==> src/rtl/rv_pipeline_reg_pkg.sv <==
// Shared definitions for the ready/valid pipeline register.
// Holds the default payload width used by stage instances.
package rv_pipeline_reg_pkg;

    localparam int unsigned DEF_DATA_W = 32;

endpackage

==> src/rtl/rv_pipeline_reg.sv <==
// Single-entry valid/ready register slice.
// Full throughput; payload held stable under backpressure.
module rv_pipeline_reg
    import rv_pipeline_reg_pkg::*;
#(
    parameter int unsigned DATA_W = DEF_DATA_W
) (
    input  logic              clk,
    input  logic              rst,
    input  logic              in_valid,
    output logic              in_ready,
    input  logic [DATA_W-1:0] in_data,
    output logic              out_valid,
    input  logic              out_ready,
    output logic [DATA_W-1:0] out_data
);

    logic              full;
    logic [DATA_W-1:0] data_q;
    logic              accept;
    logic              fire;

    // out_ready -> in_ready is the only combinational path
    assign in_ready  = !full || out_ready;
    assign accept    = in_valid && in_ready;
    assign fire      = full && out_ready;
    assign out_valid = full;
    assign out_data  = data_q;

    always_ff @(posedge clk) begin
        if (rst) begin
            full <= 1'b0;
        end else if (accept) begin
            full <= 1'b1;
        end else if (fire) begin
            full <= 1'b0;
        end
    end

    always_ff @(posedge clk) begin
        if (rst) begin
            data_q <= '0;
        end else if (accept) begin
            data_q <= in_data;
        end
    end

`ifndef SYNTHESIS
    a_data_stable : assert property (
        @(posedge clk) disable iff (rst)
        out_valid && !out_ready |=> $stable(out_data)
    );

    a_valid_held : assert property (
        @(posedge clk) disable iff (rst)
        out_valid && !out_ready |=> out_valid
    );

    a_no_accept_blocked : assert property (
        @(posedge clk) disable iff (rst)
        !in_ready |=> $stable(out_data) && out_valid
    );
`endif

endmodule

==> config.mk <==
export PLATFORM = sky130hd
export DESIGN_NAME = rv_pipeline_reg
export DESIGN_NICKNAME = d
export VERILOG_FILES = /design/src/rtl/rv_pipeline_reg_pkg.sv /design/src/rtl/rv_pipeline_reg.sv
export SDC_FILE = /design/constraint.sdc
export NUM_CORES = 1
export LEC_CHECK = 0
export BUFFER_PORTS_ARGS = -buffer_cell sky130_fd_sc_hd__buf_2
export CORE_ASPECT_RATIO = 0.9
export CORE_MARGIN = 2
export CORE_UTILIZATION = 40
export CTS_BUF_LIST = sky130_fd_sc_hd__clkbuf_8
export CTS_CLUSTER_DIAMETER = 50
export CTS_CLUSTER_SIZE = 14
export DETAILED_ROUTE_END_ITERATION = 7
export PLACE_DENSITY = 0.71
export SETUP_SLACK_MARGIN = 0.4
export SLEW_MARGIN = 15
export SYNTH_ARGS = -nofsm -noshare
export SYNTH_HDL_FRONTEND = slang
export SYNTH_SLANG_ARGS = --single-unit
==> constraint.sdc <==
create_clock -name clk -period 1.1 [get_ports clk]
set_input_delay 0.11 -clock clk [delete_from_list [all_inputs] [get_ports clk]]
set_output_delay 0.11 -clock clk [all_outputs]
set_load 0.005 [all_outputs]
==> results.md <==
- Clk sinks: 33
- Drt drc: 0
- Endpoint class of the critical path: flip-flop
- Drt total wl: 3.853 mm
- Total CTS buffers: 5
- Final Hold Fails: 0
- Maximum buffer depth of the clock tree: 2
- Clk_lat worst skew: 0.28 ns
- Post-synthesis sequential element count: 33
- Pre-CTS WS: 0.08463 ns
- Tot Pwr: 2.741 mW
- Post-synth EDFFs: 0
- Yosys cell types: 12
- WP data required: 1.32 ns
- Post-synthesis instance total: 150
- Main area contributors after synthesis: dfxtp_1 (46%), a21bo_2 (18%), nand3_1 (11%)
- Nets: 259
- Met2 usage: 0.2702
- Post-synth top area cell: dfxtp_1
- Num ports: 70
- Tot GR Track Use: 0.1760
- Most frequent cells after synthesis: dfxtp_1 (33), nand3_1 (32), a21oi_1 (27)
- Tcrit/Tclk final: 1.017
- CP Class: reg -> reg
- 1st-iter DRT viols: 50
- Clock Pin Slew Worst Setup and Hold Paths: 0.07 ns
- Worst slew margin: 0.8792
- Mapped cell area: 1444 sq um
- Tmin final: 1.118 ns
- Most frequent cell after synthesis: dfxtp_1
- Post-layout util: 0.6894
- Setup-failing EPs final: 10
- Worst Skew: 0.002676 ns
- Asr flop ratio synth: 0
- Fin. max-slew vios: 0
- Most used routing layer: met2
- Failing checks: setup timing
- Vias: 1363
- Hold buffer count at cts: 0
- Antenna violations before repair: 0
- ANT nets after route: 0
- Port Buffers: 69
- Largest net degree at the start of global routing: 37
- Final HPWL DP: 2.113 mm
- Core area: 3428 sq um
- CTS H-Tree Depth: 2
- Post-synthesis sequential area ratio: 0.4575
- CP arrival: 1.33 ns
- Top_reg_cell synth: dfxtp_1
- RSZ-0062 raised after global routing: true
- Starting density of the core: 0.4212
- Max-cap violations: 0
- Vias in the first global route: 1171
- Root buffer cell: clkbuf_8
- Met1 Usage GRT: 0.2258
- Routed WL per cell: 14.38 um
- Syn Nets: 186
- Vias per cell: 5.086
- Least-Margin Pin Slew: 0.1812 ns
- Pwr dens: 1160 nW/um^2
- Worst path slowest cell: dfxtp_2
- Lkg Pwr: 1.067 nW
- Final instance area: 2364 sq um
- Share of post-route cells with drive strength above 1: 0.7500
- Routing usage on met3: 0.07050
- Post-DP Area: 1848 sq um
- Die X: 67.33 um
- FMAX: 894.3 MHz
- Antenna Cells: 0
- Site Rows: 20
- Yosys top cell area share: 0.4575
- Detailed Routing Iterations Pass 1: 4
- Status: finished, violations left
- Setup WS post-layout: -0.01823 ns
- Total die area: 4107 sq um
- First-pass GRT wire length: 5.347 mm
- Die height: 61.00 um
- Crit-path max FO: 5
- Peak supply drop: 833.4 uV
- CTS tree: yes
- Grt total ovfl: 0
- Cell chain of the critical path: nand2b_4 > buf_6 > buf_16 > a21bo_4 > a21oi_2
- Hold Path Class: in -> reg
- Placer Congestion: 0.6955
- Synth-to-layout area growth: 63.69%
- Worst path max stage delay: 0.35 ns
- Startpoint Class: flip-flop
- Syn Area/Cell: 9.626 sq um
- YS warnings: 0
==> area by class of cell <==
class	count	area [sq um]
Clock buffer	5	68.82
Clock inverter	3	13.76
Fill cell	258	1065
Inverter	1	3.754
Multi-Input combinational cell	98	779.5
Sequential cell	33	696.9
Tap cell	44	55.05
Timing Repair Buffer	84	745.7
==> sequential cells by signal (all words and copies together), names as in the netlist <==
signal	cells
out_valid	1
out_data	32
==> cells by family (layout without fill, tap and decap cells) <==
family | after synthesis | in the layout | synth area share
AND/OR/NAND/NOR | 33 | 33 | 0.1204
AO/OA/AOI/OAI | 65 | 65 | 0.3518
buffers and inverters | 19 | 93 | 0.07018
flip-flops | 33 | 33 | 0.4575
==> path summary, 6_finish.rpt <==
path	start	to	slack, ns	depth (start not counted)
setup / recovery	out_valid	out_data[27]	-0.02	5
hold / removal	in_data[27]	out_data[27]	0.06	3
setup reg to reg	out_valid	out_data[27]	-0.02	5
hold reg to reg	out_data[18]	out_data[18]	0.56	2
==> timing repair <==
action / in CTS / in global routing
setup buffers: 4 / 0
setup endpoints to repair: 67 / 67
cloned: 4 / 2
resized for setup: 36 / 30
pin swaps: 11 / 7
==> layout by cell type, fill, tap and decap left out <==
cell and instances:
a21bo_1 6, a21bo_2 21, a21bo_4 5, a21oi_1 20, a21oi_2 13, buf_12 7
buf_16 4, buf_2 56, buf_4 1, buf_6 14, clkbuf_16 2, clkbuf_8 5
clkinv_2 2, dfxtp_1 4, dfxtp_2 29, inv_1 2, nand2b_4 1, nand3_1 24
nand3_2 8
==> critical path: cells and delay by family, from the launching register on <==
family / cells / cell delay, ns
AO/OA/AOI/OAI: 2 / 0.32
buffers and inverters: 2 / 0.28
flip-flops: 1 / 0.35
AND/OR/NAND/NOR: 1 / 0.10
==> routing by layer <==
metal / vias to the layer above / wire [um] / share of wire
met5: - / 0 / 0
met4: 0 / 25 / 0.0065
met3: 4 / 264 / 0.069
met2: 40 / 1842 / 0.48
met1: 638 / 1719 / 0.45
li1: 681 / - / -
==> stage by stage <==
step	hold WS, ns	instances	TNS, ns
floorplan	0.2575	150	0
global placement	0.3657	250	0
detailed placement	0.3673	250	0
CTS	0.06132	266	-0.09978
global route	0.06041	268	-0.9632
finish	0.06118	268	-0.1240
==> report_power, final <==
group	total [mW]	internal [mW]	leakage (nW)	switching (mW)
combinational	0.568	0.335	0.736	0.233
sequential	1.31	1.28	0.283	0.0370
clock	0.858	0.428	0.0491	0.430
total	2.74	2.04	1.07	0.700
Power figures use the tool's default switching activity.
